### config.mk
export PLATFORM = sky130hd
export DESIGN_NAME = mac_block_pipe
export DESIGN_NICKNAME = d
export VERILOG_FILES = /design/src/rtl/mac_block_pipe.sv
export SDC_FILE = /design/constraint.sdc
export NUM_CORES = 1
export LEC_CHECK = 0
export ABC_CLOCK_PERIOD_IN_PS = 11400
export CAP_MARGIN = 25
export CORE_AREA = 8 8 292 238
export DETAILED_ROUTE_END_ITERATION = 8
export DIE_AREA = 0 0 300 246
export GPL_TIMING_DRIVEN = 0
export PLACE_DENSITY = 0.72
export SYNTH_ARGS = -nofsm -noshare
export SYNTH_HDL_FRONTEND = slang
export SYNTH_SLANG_ARGS = --single-unit
export TNS_END_PERCENT = 10
### constraint.sdc
create_clock -name clk -period 11.4 [get_ports clk]
set_clock_uncertainty 0.05 [all_clocks]
set_input_delay 1.14 -clock clk [delete_from_list [all_inputs] [get_ports clk]]
set_output_delay 1.14 -clock clk [all_outputs]
set_load 0.01 [all_outputs]
### src/rtl/mac_block_pipe.sv
// Two-stage pipelined MAC slice: per-lane partial products in stage 1, composite
// product recombination plus accumulate/saturate in stage 2.
module mac_block_pipe #(
   parameter int MIN_WIDTH = 8,
   parameter int LANES     = 4,
   parameter int ACC_WIDTH = 48
) (
   input  logic                         clk,
   input  logic                         rst,
   input  logic [1:0]                   cfg_mode,
   input  logic                         cfg_acc_en,
   input  logic                         cfg_signed,
   input  logic                         cfg_sat,
   input  logic [ACC_WIDTH-1:0]         init_val,
   input  logic                         load,
   input  logic                         in_valid,
   input  logic [LANES*MIN_WIDTH-1:0]   a,
   input  logic [MIN_WIDTH-1:0]         b,
   output logic [LANES*MIN_WIDTH-1:0]   a_out,
   output logic                         out_valid,
   output logic [ACC_WIDTH-1:0]         c,
   output logic                         ovf
);

   localparam int AW = LANES * MIN_WIDTH;
   localparam int PW = 2 * MIN_WIDTH;
   localparam logic [ACC_WIDTH-1:0] S_MAX = {1'b0, {(ACC_WIDTH-1){1'b1}}};
   localparam logic [ACC_WIDTH-1:0] S_MIN = {1'b1, {(ACC_WIDTH-1){1'b0}}};

   // Handshake: a beat is taken whenever in_valid=1 at a rising edge; there is
   // no backpressure, and out_valid pulses for one cycle two edges later.

   // stage 1 state
   logic [PW-1:0]          pp_q [LANES];
   logic [PW-1:0]          pp_d [LANES];
   logic                   v1_q, v1_d;
   logic [1:0]             mode_q, mode_d;
   logic                   acc_en_q, acc_en_d;
   logic                   signed_q, signed_d;
   logic                   sat_q, sat_d;
   logic [AW-1:0]          a_out_q, a_out_d;
   logic [MIN_WIDTH-1:0]   b_q, b_d;

   // stage 2 state
   logic                   ov_q, ov_d;
   logic [ACC_WIDTH-1:0]   c_q, c_d;
   logic [ACC_WIDTH-1:0]   acc_q, acc_d;
   logic                   ovf_q, ovf_d;

   // stage 2 datapath
   int                     n_act;
   logic                   mode_ok;
   logic                   a_neg, b_neg;
   logic [ACC_WIDTH-1:0]   p_u, p_s, p, a_act;
   logic [ACC_WIDTH-1:0]   base, sum, sat_val, acc_res;
   logic [ACC_WIDTH:0]     sum_x;
   logic                   ovf_now;

   always_comb begin
      v1_d     = in_valid;
      mode_d   = in_valid ? cfg_mode   : mode_q;
      acc_en_d = in_valid ? cfg_acc_en : acc_en_q;
      signed_d = in_valid ? cfg_signed : signed_q;
      sat_d    = in_valid ? cfg_sat    : sat_q;
      a_out_d  = in_valid ? a          : a_out_q;
      b_d      = in_valid ? b          : b_q;
      for (int i = 0; i < LANES; i++) begin
         pp_d[i] = in_valid ? PW'(a[i*MIN_WIDTH +: MIN_WIDTH]) * PW'(b) : pp_q[i];
      end
   end

   always_comb begin
      case (mode_q)
         2'b00:   n_act = 1;
         2'b01:   n_act = 2;
         2'b10:   n_act = 4;
         default: n_act = 8;
      endcase
      mode_ok = (n_act <= LANES);

      p_u   = '0;
      a_act = '0;
      a_neg = 1'b0;
      for (int i = 0; i < LANES; i++) begin
         if (i < n_act) begin
            p_u   = p_u + (ACC_WIDTH'(pp_q[i]) << (i*MIN_WIDTH));
            a_act = a_act | (ACC_WIDTH'(a_out_q[i*MIN_WIDTH +: MIN_WIDTH]) << (i*MIN_WIDTH));
         end
         if (i == n_act - 1) a_neg = a_out_q[i*MIN_WIDTH + MIN_WIDTH - 1];
      end
      b_neg = b_q[MIN_WIDTH-1];

      // Signed product from the unsigned one: remove the weight the sign bits
      // carried as unsigned values, working modulo 2^ACC_WIDTH.
      p_s = p_u
          - (a_neg ? (ACC_WIDTH'(b_q) << (n_act*MIN_WIDTH)) : '0)
          - (b_neg ? (a_act << MIN_WIDTH) : '0)
          + ((a_neg && b_neg) ? (ACC_WIDTH'(1) << (n_act*MIN_WIDTH + MIN_WIDTH)) : '0);

      p = !mode_ok ? '0 : (signed_q ? p_s : p_u);

      base    = load ? init_val : acc_q;
      sum_x   = {1'b0, base} + {1'b0, p};
      sum     = sum_x[ACC_WIDTH-1:0];
      ovf_now = signed_q ? ((base[ACC_WIDTH-1] == p[ACC_WIDTH-1]) &&
                            (sum[ACC_WIDTH-1] != base[ACC_WIDTH-1]))
                         : sum_x[ACC_WIDTH];
      sat_val = signed_q ? (p[ACC_WIDTH-1] ? S_MIN : S_MAX) : '1;
      acc_res = (ovf_now && sat_q) ? sat_val : sum;
   end

   always_comb begin
      ov_d  = 1'b0;
      c_d   = c_q;
      acc_d = acc_q;
      ovf_d = ovf_q;
      if (v1_q) begin
         ov_d = 1'b1;
         if (acc_en_q) begin
            acc_d = acc_res;
            c_d   = acc_res;
            ovf_d = load ? ovf_now : (ovf_q | ovf_now);
         end else begin
            c_d = p;
            if (load) begin
               acc_d = init_val;
               ovf_d = 1'b0;
            end
         end
      end else if (load) begin
         acc_d = init_val;
         ovf_d = 1'b0;
      end
   end

   always_ff @(posedge clk or negedge rst) begin
      if (!rst) begin
         for (int i = 0; i < LANES; i++) pp_q[i] <= '0;
         v1_q     <= 1'b0;
         mode_q   <= '0;
         acc_en_q <= 1'b0;
         signed_q <= 1'b0;
         sat_q    <= 1'b0;
         a_out_q  <= '0;
         b_q      <= '0;
         ov_q     <= 1'b0;
         c_q      <= '0;
         acc_q    <= '0;
         ovf_q    <= 1'b0;
      end else begin
         for (int i = 0; i < LANES; i++) pp_q[i] <= pp_d[i];
         v1_q     <= v1_d;
         mode_q   <= mode_d;
         acc_en_q <= acc_en_d;
         signed_q <= signed_d;
         sat_q    <= sat_d;
         a_out_q  <= a_out_d;
         b_q      <= b_d;
         ov_q     <= ov_d;
         c_q      <= c_d;
         acc_q    <= acc_d;
         ovf_q    <= ovf_d;
      end
   end

   assign a_out     = a_out_q;
   assign out_valid = ov_q;
   assign c         = c_q;
   assign ovf       = ovf_q;

endmodule

==> flow_metrics.env <==
export IMPL_port_buffers=169
export IMPL_drc_errors=0
export IMPL_fillCellCount=6290
export IMPL_clock_path_buffers=3
export IMPL_peakVddDrop_v=0.000193
export IMPL_initial_core_util_pct=41.5
export IMPL_multiInputGateArea_mm2=0.0202
export IMPL_syn_mean_instance_area_um2=8.50
export IMPL_grt_max_degree=114
export IMPL_cp_end_kind="flop"
export IMPL_whs_ns=0.408
export IMPL_cap_viol_max_count=0
export IMPL_final_layout_size_suffix_gt1_share_pct=9.62
export IMPL_r2r_start="pp_q[56]$_DFFE_PN0P_"
export IMPL_path_class="reg -> reg"
export IMPL_dieWidth_um=300
export IMPL_max_stage_delay_ns=0.48
export IMPL_cp_max_fo=10
export IMPL_synthTopCellsByArea="dfrtp_1 (19%), fa_1 (14%), ha_1 (14%), mux2_2 (5.7%), inv_1 (5.1%)"
export IMPL_synth_edf_count=0
export IMPL_area_delta_synth_final_pct=16.5
export IMPL_max_slew_margin_rel_pct=33.3
export IMPL_place_congestion=0.971
export IMPL_insertion_delay_ns=0.59
export IMPL_ys_warn_count=0
export IMPL_clock_root_buffer="clkbuf_16"
export IMPL_placed_area_mm2=0.0298
export IMPL_grt_pass1_vias=24000
export IMPL_h_tree_depth=1
export IMPL_ys_seq_area_share_pct=19.4
export IMPL_synth_seq_cells=208
export IMPL_fp_dieH_um=246
export IMPL_fmax_mhz=90.1
export IMPL_worst_pin_slew_ns=1.00
export IMPL_hp_start="v1_q$_DFF_PN0_"
export IMPL_cts_clk_slew_worst_paths_ns=0.08
export IMPL_ys_flop_type="dfrtp_1"
export IMPL_row_count=84
export IMPL_n_antenna_cell=0
export IMPL_vias=24100
export IMPL_synth_area_mm2=0.0269
export IMPL_cpMaxStageDelayCell="fa_1"
export IMPL_cellLeakagePower_nw=14.6
export IMPL_worst_r2r_endpoint="c[41]$_DFFE_PN0P_"
export IMPL_grt_pass1_wl_mm=138
export IMPL_outcome="finished, final reports clean"
export IMPL_drt_pre_antenna_iters=6
export IMPL_overflow=0
export IMPL_finalCritPeriodShare_pct=97.3
export IMPL_whs_path_depth=0
export IMPL_fin_nets=3990
export IMPL_power_density_mw_per_mm2=301
export IMPL_finalWirelength_mm=89.0
export IMPL_ios=179
export IMPL_synthArstFlopShare_pct=100
export IMPL_cts_tree="built"
export IMPL_cts_sinks=208
export IMPL_syn_inst=3163
export IMPL_maxSlewViolCount=0
export IMPL_dieArea_mm2=0.0738
export IMPL_finalSetupViolCount=0
export IMPL_wl_per_cell_um=20.8
export IMPL_hold_viol_final=0
export IMPL_antenna_found_initial=2
export IMPL_synth_area_leader_cell="dfrtp_1"
export IMPL_hpwl_mm=73.0
export IMPL_vias_per_cell=5.64
export IMPL_numCtsBuffers=26
export IMPL_tns_ns=0
export IMPL_fin_area_mm2=0.0313
export IMPL_regArea_mm2=0.00521
export IMPL_fin_util_pct=48.4
export IMPL_r2r_cells=53
export IMPL_drt_initial_drc_count=2071
export IMPL_reg2reg_slack_ns=0.31
export IMPL_antenna_left=0
export IMPL_synth_cell_type_count=85
export IMPL_cp_data_required_time_ns=11.81
export IMPL_worstPathArrival_ns=11.51
export IMPL_synth_top_area_share_pct=19.4
export IMPL_hp_class="reg -> reg"
export IMPL_hold_path_end="out_valid$_DFF_PN0_"
export IMPL_grtUsageTotal_pct=23.6
export IMPL_start_kind="flop"
export IMPL_coreArea_mm2=0.0647
export IMPL_min_period_ns=11.09
==> metrics by stage <==
| stage | std cells | setup slack (ns) | power (mW) |
|---|---|---|---|
| floorplan | 3198 | 0.932 | 6.24 |
| global placement | 4227 | -1.00 | 8.02 |
| detailed placement | 4228 | -1.10 | 8.06 |
| CTS | 4274 | 0.00687 | 9.10 |
| global route | 4279 | -0.0938 | 10.2 |
| finish | 4279 | 0.305 | 9.42 |
==> layout by cell type (no fill, tap or decap), types with 14 or more instances in the layout <==
| cell | Yosys | final |
|---|---|---|
| nand4_1 | 32 | 32 |
| a21o_1 | 83 | 83 |
| nor3_1 | 47 | 43 |
| o21ai_0 | 128 | 119 |
| o21bai_1 | 22 | 22 |
| mux2i_1 | 18 | 14 |
| ha_1 | 302 | 284 |
| xor2_1 | 49 | 49 |
| dfrtp_1 | 208 | 207 |
| xnor2_1 | 104 | 102 |
| mux2_2 | 137 | 136 |
| clkbuf_1 | 125 | 112 |
| and3_1 | 24 | 21 |
| a211oi_1 | 24 | 19 |
| nor2b_1 | 20 | 17 |
| nor2_1 | 209 | 206 |
| nand2b_1 | 16 | 16 |
| clkbuf_16 | 0 | 27 |
| a21boi_0 | 22 | 18 |
| conb_1 | 2 | 37 |
| clkdlybuf4s50_1 | 0 | 168 |
| a31oi_1 | 39 | 38 |
| buf_4 | 3 | 24 |
| o21a_1 | 31 | 30 |
| a21oi_1 | 187 | 174 |
| ha_2 | 0 | 15 |
| and2_1 | 164 | 163 |
| nand2_1 | 339 | 337 |
| fa_1 | 192 | 191 |
| inv_1 | 365 | 365 |
| nand3_1 | 32 | 32 |
==> layout make-up <==
class / instances / area share, %
inverters: 365 / 4.37
plain buffers: 144 / 2.03
flip-flops and latches: 208 / 16.6
multi-input cells: 2466 / 64.6
well taps: 860 / 3.43
clock inverters: 12 / 0.511
clock buffers: 36 / 2.46
repair buffers: 188 / 5.94
==> critical path, delay by kind of cell (launching register included) <==
kind | cells | cell delay (ns)
compound gates | 21 | 4.11
xor+xnor | 1 | 0.12
fa+ha+maj | 9 | 2.79
buf+inv | 8 | 1.18
flops | 1 | 0.41
mux | 1 | 0.32
simple gates | 13 | 2.04
==> flip-flops by register name, summed over array words and instances, names as in the netlist, 2 cells and up <==
name	count
b_q	8
acc_q	48
mode_q	2
c	48
a_out	32
pp_q	64
==> timing repair <==
action                     CTS  global route
setup endpoints to repair   97            97
gates resized for setup     43            86
cloned                       0             0
hold buffers                 0             0
buffers inserted             5            13
pin swaps                    5            21
==> worst max-delay path by stage <==
| stage | startpoint | endpoint | depth (start not counted) |
|---|---|---|---|
| 2_1_floorplan | pp_q[33]$_DFFE_PN0P_ | c[41]$_DFFE_PN0P_ | 52 |
| 3_3_place_gp | pp_q[57]$_DFFE_PN0P_ | c[3]$_DFFE_PN0P_ | 54 |
| 3_5_place_dp | pp_q[57]$_DFFE_PN0P_ | c[33]$_DFFE_PN0P_ | 54 |
| 4_1_cts | pp_q[57]$_DFFE_PN0P_ | c[41]$_DFFE_PN0P_ | 52 |
| 5_1_grt | pp_q[32]$_DFFE_PN0P_ | c[41]$_DFFE_PN0P_ | 51 |
| 6_report | pp_q[56]$_DFFE_PN0P_ | c[41]$_DFFE_PN0P_ | 53 |
==> synth_stat cells (all sizes together) (33+ instances only) <==
| cell type | number |
|---|---|
| inv | 365 |
| o21ai | 133 |
| nand2 | 339 |
| xnor2 | 104 |
| a21oi | 187 |
| fa | 192 |
| xor2 | 49 |
| ha | 302 |
| dfrtp | 208 |
| mux2 | 142 |
| nor3 | 47 |
| nor2 | 211 |
| a21o | 83 |
| a31oi | 40 |
| buf | 33 |
| and2 | 165 |
| clkbuf | 126 |
==> metal layers <==
layer / global-route usage (%) / vias up / share of wire (%)
met4: 6.76 / 0 / 3.2
li1: - / 11200 / -
met3: 5.00 / 154 / 8.2
met2: 36.5 / 912 / 44
met1: 33.1 / 11900 / 45
met5: 0 / - / 0
==> cell families after synthesis <==
logic type,count (synthesis),share of synthesized area [%]
and+or+nand+nor,938,16.6
AOI/OAI and AO/OA,684,16.6
buffers and inverters,524,7.47
adders and majority gates,494,28.3
DFF,208,19.4
muxes,160,6.62
xor gates and xnor gates,153,4.98
other,2,0.0279
==> power by group <==
group          switching, mW  internal [mW]  leakage, nW
registers              0.196           1.01         2.47
clock network          0.375          0.543        0.456
logic                   4.26           3.04         11.7
(Power assumes the default switching activity.)
